[src/rtl/game_round_scheduler.sv]
// Game progression sequencer: start, countdown, per-frame wall depth stepping, judging, score/lives/speed.
// Optional GAME_RANDOM_WALL_ORDER_EN selects the next wall from a 16-bit LFSR instead of in order.
module game_round_scheduler #(
    parameter int unsigned NUM_WALLS                = 10,
    parameter int unsigned MAX_FRAMES_PER_WALL_TICK = 15,
    parameter int unsigned MIN_FRAMES_PER_WALL_TICK = 2,
    parameter int unsigned SPEEDUP_ROUNDS           = 3,
    parameter int unsigned MAX_WALL_DEPTH           = 75,
    parameter int unsigned GOAL_DEPTH_MIN           = 50,
    parameter int unsigned GOAL_DEPTH_MAX           = 70,
    parameter int unsigned COLLISION_THRESHOLD      = 16,
    parameter int unsigned START_LIVES              = 3,
    parameter int unsigned COUNTDOWN_FRAMES         = 180,
    parameter int unsigned RESULT_FRAMES            = 60
) (
    input  logic        clk_in,
    input  logic        rst_in,
    input  logic        start_in,
    input  logic        new_frame_in,
    input  logic        collision_in,
    input  logic        pixel_valid_in,
    output logic [7:0]  wall_depth_out,
    output logic [3:0]  wall_idx_out,
    output logic [3:0]  frames_per_tick_out,
    output logic [7:0]  round_out,
    output logic [15:0] score_out,
    output logic [1:0]  lives_out,
    output logic        round_result_out,
    output logic [2:0]  game_state_out
);

    localparam int unsigned PIX_W = $clog2(COLLISION_THRESHOLD) + 1;
    localparam int unsigned SPD_W = $clog2(SPEEDUP_ROUNDS + 1);

    localparam logic [7:0]       CD_LAST    = 8'(COUNTDOWN_FRAMES - 1);
    localparam logic [7:0]       RES_LAST   = 8'(RESULT_FRAMES - 1);
    localparam logic [7:0]       DEPTH_LAST = 8'(MAX_WALL_DEPTH - 1);
    localparam logic [7:0]       GOAL_MIN   = 8'(GOAL_DEPTH_MIN);
    localparam logic [7:0]       GOAL_MAX   = 8'(GOAL_DEPTH_MAX);
    localparam logic [3:0]       WALL_LAST  = 4'(NUM_WALLS - 1);
    localparam logic [3:0]       FPT_MAX    = 4'(MAX_FRAMES_PER_WALL_TICK);
    localparam logic [3:0]       FPT_MIN    = 4'(MIN_FRAMES_PER_WALL_TICK);
    localparam logic [1:0]       LIVES_INIT = 2'(START_LIVES);
    localparam logic [PIX_W-1:0] PIX_THR    = PIX_W'(COLLISION_THRESHOLD);
    localparam logic [SPD_W-1:0] SPD_LAST   = SPD_W'(SPEEDUP_ROUNDS - 1);

    typedef enum logic [2:0] {
        ST_IDLE      = 3'd0,
        ST_COUNTDOWN = 3'd1,
        ST_PLAYING   = 3'd2,
        ST_RESULT    = 3'd3,
        ST_GAME_OVER = 3'd4
    } state_t;

    state_t            state_q, state_d;
    logic [7:0]        depth_q, depth_d;
    logic [3:0]        idx_q, idx_d;
    logic [3:0]        fpt_q, fpt_d;
    logic [7:0]        round_q, round_d;
    logic [15:0]       score_q, score_d;
    logic [1:0]        lives_q, lives_d;
    logic              result_q, result_d;
    logic [7:0]        frame_cnt_q, frame_cnt_d;
    logic [3:0]        tick_q, tick_d;
    logic [PIX_W-1:0]  pix_q, pix_d;
    logic              fail_q, fail_d;
    logic [SPD_W-1:0]  pass_cnt_q, pass_cnt_d;

    logic             hit;
    logic [PIX_W-1:0] pix_sum;
    logic             fail_now;
    logic [3:0]       idx_inc;
    logic [3:0]       idx_next;

    assign idx_inc = (idx_q == WALL_LAST) ? '0 : idx_q + 4'd1;

`ifdef GAME_RANDOM_WALL_ORDER_EN
    logic [15:0] lfsr_q, lfsr_d;
    logic [3:0]  idx_rnd;

    assign lfsr_d   = {lfsr_q[14:0], lfsr_q[15] ^ lfsr_q[13] ^ lfsr_q[12] ^ lfsr_q[10]};
    assign idx_rnd  = 4'(32'(lfsr_q[3:0]) % NUM_WALLS);
    assign idx_next = (idx_rnd == idx_q) ? idx_inc : idx_rnd;

    always_ff @(posedge clk_in) begin
        if (!rst_in) lfsr_q <= 16'hACE1;
        else         lfsr_q <= lfsr_d;
    end
`else
    assign idx_next = idx_inc;
`endif

    // A pixel coinciding with new_frame belongs to the frame being closed.
    assign hit      = pixel_valid_in & collision_in & (depth_q >= GOAL_MIN) & (depth_q <= GOAL_MAX);
    assign pix_sum  = (pix_q == '1) ? pix_q : pix_q + PIX_W'(hit);
    assign fail_now = fail_q | (pix_sum >= PIX_THR);

    always_comb begin
        state_d     = state_q;
        depth_d     = depth_q;
        idx_d       = idx_q;
        fpt_d       = fpt_q;
        round_d     = round_q;
        score_d     = score_q;
        lives_d     = lives_q;
        result_d    = result_q;
        frame_cnt_d = frame_cnt_q;
        tick_d      = tick_q;
        pix_d       = pix_q;
        fail_d      = fail_q;
        pass_cnt_d  = pass_cnt_q;

        case (state_q)
            ST_IDLE, ST_GAME_OVER: begin
                if (start_in) begin
                    state_d     = ST_COUNTDOWN;
                    score_d     = '0;
                    lives_d     = LIVES_INIT;
                    round_d     = '0;
                    idx_d       = '0;
                    fpt_d       = FPT_MAX;
                    frame_cnt_d = '0;
                    pass_cnt_d  = '0;
                end
            end
            ST_COUNTDOWN: begin
                if (new_frame_in) begin
                    if (frame_cnt_q == CD_LAST) begin
                        state_d     = ST_PLAYING;
                        frame_cnt_d = '0;
                        round_d     = (round_q == '1) ? round_q : round_q + 8'd1;
                        depth_d     = '0;
                        tick_d      = '0;
                        pix_d       = '0;
                        fail_d      = 1'b0;
                    end else begin
                        frame_cnt_d = frame_cnt_q + 8'd1;
                    end
                end
            end
            ST_PLAYING: begin
                pix_d = pix_sum;
                if (new_frame_in) begin
                    pix_d  = '0;
                    fail_d = fail_now;
                    if (tick_q == fpt_q - 4'd1) begin
                        tick_d = '0;
                        if (depth_q == DEPTH_LAST) begin
                            state_d     = ST_RESULT;
                            result_d    = ~fail_now;
                            frame_cnt_d = '0;
                            idx_d       = idx_next;
                            if (!fail_now) begin
                                score_d = (score_q == '1) ? score_q : score_q + 16'd1;
                                if (pass_cnt_q == SPD_LAST) begin
                                    pass_cnt_d = '0;
                                    fpt_d      = (fpt_q > FPT_MIN) ? fpt_q - 4'd1 : fpt_q;
                                end else begin
                                    pass_cnt_d = pass_cnt_q + SPD_W'(1);
                                end
                            end else if (lives_q != '0) begin
                                lives_d = lives_q - 2'd1;
                            end
                        end else begin
                            depth_d = depth_q + 8'd1;
                        end
                    end else begin
                        tick_d = tick_q + 4'd1;
                    end
                end
            end
            ST_RESULT: begin
                if (new_frame_in) begin
                    if (frame_cnt_q == RES_LAST) begin
                        frame_cnt_d = '0;
                        state_d     = (lives_q == '0) ? ST_GAME_OVER : ST_COUNTDOWN;
                    end else begin
                        frame_cnt_d = frame_cnt_q + 8'd1;
                    end
                end
            end
            default: state_d = ST_IDLE;
        endcase
    end

    always_ff @(posedge clk_in) begin
        if (!rst_in) begin
            state_q     <= ST_IDLE;
            depth_q     <= '0;
            idx_q       <= '0;
            fpt_q       <= FPT_MAX;
            round_q     <= '0;
            score_q     <= '0;
            lives_q     <= LIVES_INIT;
            result_q    <= 1'b0;
            frame_cnt_q <= '0;
            tick_q      <= '0;
            pix_q       <= '0;
            fail_q      <= 1'b0;
            pass_cnt_q  <= '0;
        end else begin
            state_q     <= state_d;
            depth_q     <= depth_d;
            idx_q       <= idx_d;
            fpt_q       <= fpt_d;
            round_q     <= round_d;
            score_q     <= score_d;
            lives_q     <= lives_d;
            result_q    <= result_d;
            frame_cnt_q <= frame_cnt_d;
            tick_q      <= tick_d;
            pix_q       <= pix_d;
            fail_q      <= fail_d;
            pass_cnt_q  <= pass_cnt_d;
        end
    end

    assign wall_depth_out      = depth_q;
    assign wall_idx_out        = idx_q;
    assign frames_per_tick_out = fpt_q;
    assign round_out           = round_q;
    assign score_out           = score_q;
    assign lives_out           = lives_q;
    assign round_result_out    = result_q;
    assign game_state_out      = state_q;

endmodule

[config.mk]
export PLATFORM = sky130hd
export DESIGN_NAME = game_round_scheduler
export DESIGN_NICKNAME = d
export VERILOG_FILES = /design/src/rtl/game_round_scheduler.sv
export SDC_FILE = /design/constraint.sdc
export NUM_CORES = 1
export LEC_CHECK = 0
export ABC_AREA = 1
export BUFFER_PORTS_ARGS = -buffer_cell sky130_fd_sc_hd__buf_2
export CORE_AREA = 2 2 61 121
export DETAILED_ROUTE_END_ITERATION = 12
export DIE_AREA = 0 0 63 123
export PLACE_DENSITY = 0.95
export RECOVER_POWER = 25
export SYNTH_ARGS = -nofsm -noshare
export SYNTH_HDL_FRONTEND = slang
export SYNTH_SLANG_ARGS = --single-unit
[constraint.sdc]
create_clock -name clk_in -period 7.1 [get_ports clk_in]
set_input_delay 0.71 -clock clk_in [delete_from_list [all_inputs] [get_ports clk_in]]
set_output_delay 0.71 -clock clk_in [all_outputs]
set_load 0.02 [all_outputs]
==> metrics.md <==
| Metric | Value |
|---|---|
| Top post-synthesis cells by count | 162 x nand2_1, 92 x nor2_1, 77 x nand3_1 |
| WL final | ~11,000 um |
| Starting Density | 61.3% |
| Yosys warns | 0 |
| Seq/Total Area, Yosys | 31.5% |
| CTS tree | built |
| Initial antenna violation count | 0 |
| Post-Syn Area per Cell | 6.44 sq um |
| Die X | 63 um |
| Largest net degree at the start of global routing | 34 |
| Hold/Removal Path Class | reg -> reg |
| Routability cong. | 0.975 |
| Predominant post-synthesis flop cell | dfxtp_1 |
| PortBufs | 51 |
| Slowest-stage cell, CP | dfxtp_1 |
| Vias in the first global route | 4,066 |
| Synth area leader | dfxtp_1 |
| Critical Path AT | 3.40 ns |
| Max IR drop VDD | 0.293 mV |
| Synth-to-Final Area Change | 12.7% |
| Die height | 123 um |
| Yosys top cell area share | 31.5% |
| DRT antenna net count | 0 |
| Multi-input gate area | 2550 sq um |
| Logic gate share of total power | 44.6% |
| CP Buf/Inv Count | 2 |
| Final setup viols | 0 |
| Layout cells sized above 1 | 9.00% |
| Min cycle time layout | slightly above 3 ns |
| Critical path peak fanout | 17 |
| Slowest stage delay, CP | 0.40 ns |
| First-pass DRT Iterations | 6 |
| Final Non-Filler Cells | 790 |
| DR iter-0 viols | slightly below 500 |
| Power Dens Cells | 387 nW/um^2 |
| Vias/cell | around 5.8 |
| Die ar. | 7750 sq um |
| Most frequent CP cell | nand2_1 |
| Yosys cell types | 37 |
| ANT cells | 0 |
| First-pass GRT wire length | roughly 18,000 um |
| # resized after CTS | 0 |
| Setup crit end kind | flop |
| CTS Buffer Depth | 2 |
| Grt ovf | 0 |
| Count leader, synth | nand2_1 |
| Critical-path cell list | inv_1 > ha_1 > o41ai_1 > a21oi_1 > ha_1 > ha_1 > nand3_1 > nand2_1 > nand2_1 > nand3_1 > nand2_1 > nand2_1 > nor2_4 > inv_2 > nor2_4 > nor2_1 > nor2_1 |
| Mapped Area | 4190 sq um |
| FF/Latch Area | 1320 sq um |
| Worst endpoint required time | around 7.4 ns |
| Clock transition at path regs | about 0.050 ns |
| Placement Cell Area | 4470 sq um |
| Tightest Pin Transition | roughly 1.1 ns |
| Sw Pwr | approximately 850 uW |
| Routed len/inst | 13.5 um |
| Synthesized Nets | 670 |
| Rel. slew slack | 24.5% |
| Sw Ratio | 46.4% |
| Final hold vios | 0 |
| Postcts setup bufs | 0 |
| Flop and latch count out of synthesis | 66 |
| Number of synthesized flops with an enable pin | 0 |
| Asr flop ratio synth | 0% |
| Worst-Skew Late Latency | 0.34 ns |
| Clock sinks | 66 |
| Row Count | 43 |
| Nets | 715 |
| Power Total | 1.83 mW |
| Final Slew Violations | 0 |
| Core area | 6830 sq um |
| CTS buffer count | 9 |
| Clk pwr share | around a quarter |
| Post-Syn Instances | 651 |
| Maxcap violations | 0 |
| Startpoint types | flop |
| Uppermost layer routed | met4 |
| Fillcell total | 594 |
| WS Path Type | reg -> reg |
| Dpl hpwl | 7270 um |
| Root buffer cell | clkbuf_16 |
| Met1 WL | 4300 um |
| Pleak | 2.04 nW |
| Crit share post-route | 43.9% |
| Io pins | 52 |
| Top cells by area, synth | dfxtp_1 32%, nand2_1 15%, nand3_1 9.2% |
| Dpl cells | between 700 and 800 |
| Met3 WL | 787 um |
| Cell family with most CP delay | simple AND/OR/NAND/NOR gates |
| Int Power | 978 uW |
| Max frequency | roughly 0.32 GHz |
| Clock skew | 0.00720 ns |
| GRT Total Usage | 28.6% |
| Via count of the routed design | 4,564 |
| DRC viols | 0 |
| Status | finished clean |
| H-tree levels | 3 |
| RSZ-0062 raised after global routing | no |
| Hold bufs inserted after CTS | 0 |
| Sequential power share | 31.4% |
| Final instance area | 4720 sq um |
| Setup TNS | 0 ns |
| Met2 Routed Length | 5300 um |
[power by group through the flow]
stage / Clock, mW / Sequential, mW / Combinational (mW)
final: 0.437 / 0.574 / 0.815
after floorplan: 0 / 0.637 / 0.549
after detailed placement: 0 / 0.574 / 0.808
after global placement: 0 / 0.570 / 0.776
after global routing: 0.454 / 0.585 / 0.906
after CTS: 0.438 / 0.568 / 0.815
[area by class of cell]
cell class	instances	area share, %
multi-input combinational	508	54.0
timing repair buffer	51	4.66
clock inverter	3	0.848
sequential	66	28.0
clock buffer	12	5.22
tap	90	2.38
inverter	60	4.87
[worst reg2reg max path: stages, from the launching register on]
cell and delay [ns]:
dfxtp_1 0.40, inv_1 0.08, ha_1 0.21, o41ai_1 0.30, a21oi_1 0.14, ha_1 0.22
ha_1 0.23, nand3_1 0.09, nand2_1 0.05, nand2_1 0.08, nand3_1 0.11, nand2_1 0.12
nand2_1 0.09, nor2_4 0.33, inv_2 0.09, nor2_4 0.34, nor2_1 0.09, nor2_1 0.11
[layer usage]
metal	vias to the layer above	global-route usage, %
met5	-	0
met1	2081	32.9
met3	24	6.92
met2	212	49.3
li1	2247	-
met4	0	13.9
[cells by family after synthesis]
family / count (synthesis) / share of synthesized area (%)
buffers and inverters: 77 / 7.58
AND/OR/NAND/NOR: 401 / 43.5
multiplexers: 1 / 0.239
flip-flops: 66 / 31.5
AO/OA/AOI/OAI: 76 / 9.73
adder cells (fa/ha/maj): 13 / 3.88
XOR/XNOR: 17 / 3.55
[path summary, 6_finish.rpt]
check / endpoint / startpoint / slack, ns / cells past startpoint
worst max register to register: score_out[6] / wall_depth_out[0] / 3.98 / 17
worst min register to register: frame_cnt_q[7] / frame_cnt_q[7] / 0.50 / 2
worst min-delay path: frame_cnt_q[7] / frame_cnt_q[7] / 0.50 / 2
worst max-delay path: score_out[6] / wall_depth_out[0] / 3.98 / 17
[stage by stage]
step / utilization (%) / hold slack, ns / setup slack, ns
after floorplan: - / 0.458 / 4.43
after CTS: 69.6 / 0.500 / 4.02
after detailed placement: 65.4 / 0.494 / 4.04
after global routing: 69.1 / 0.523 / 3.66
final: 69.1 / 0.500 / 3.98
after global placement: 65.4 / 0.478 / 4.25
[placed cells by master (no fill, tap or decap), types with 15 or more instances in the layout]
cell      count
nand4_1      32
buf_2        23
nand3_1      77
clkbuf_1     30
xor2_1       15
inv_1        55
nand2_1     162
nor2_1       92
dfxtp_1      66
a21oi_1      44
o21ai_0      17
[sequential cells by signal, summed over array words and instances (netlist names)]
signal and flops:
fail_q 1, score_out 16, frame_cnt_q 8, wall_idx_out 4
frames_per_tick_out 4, game_state_out 3, round_out 8, lives_out 2
pass_cnt_q 2, round_result_out 1, wall_depth_out 8, pix_q 5
tick_q 4
Note: power is estimated with default switching activity, not from simulation.
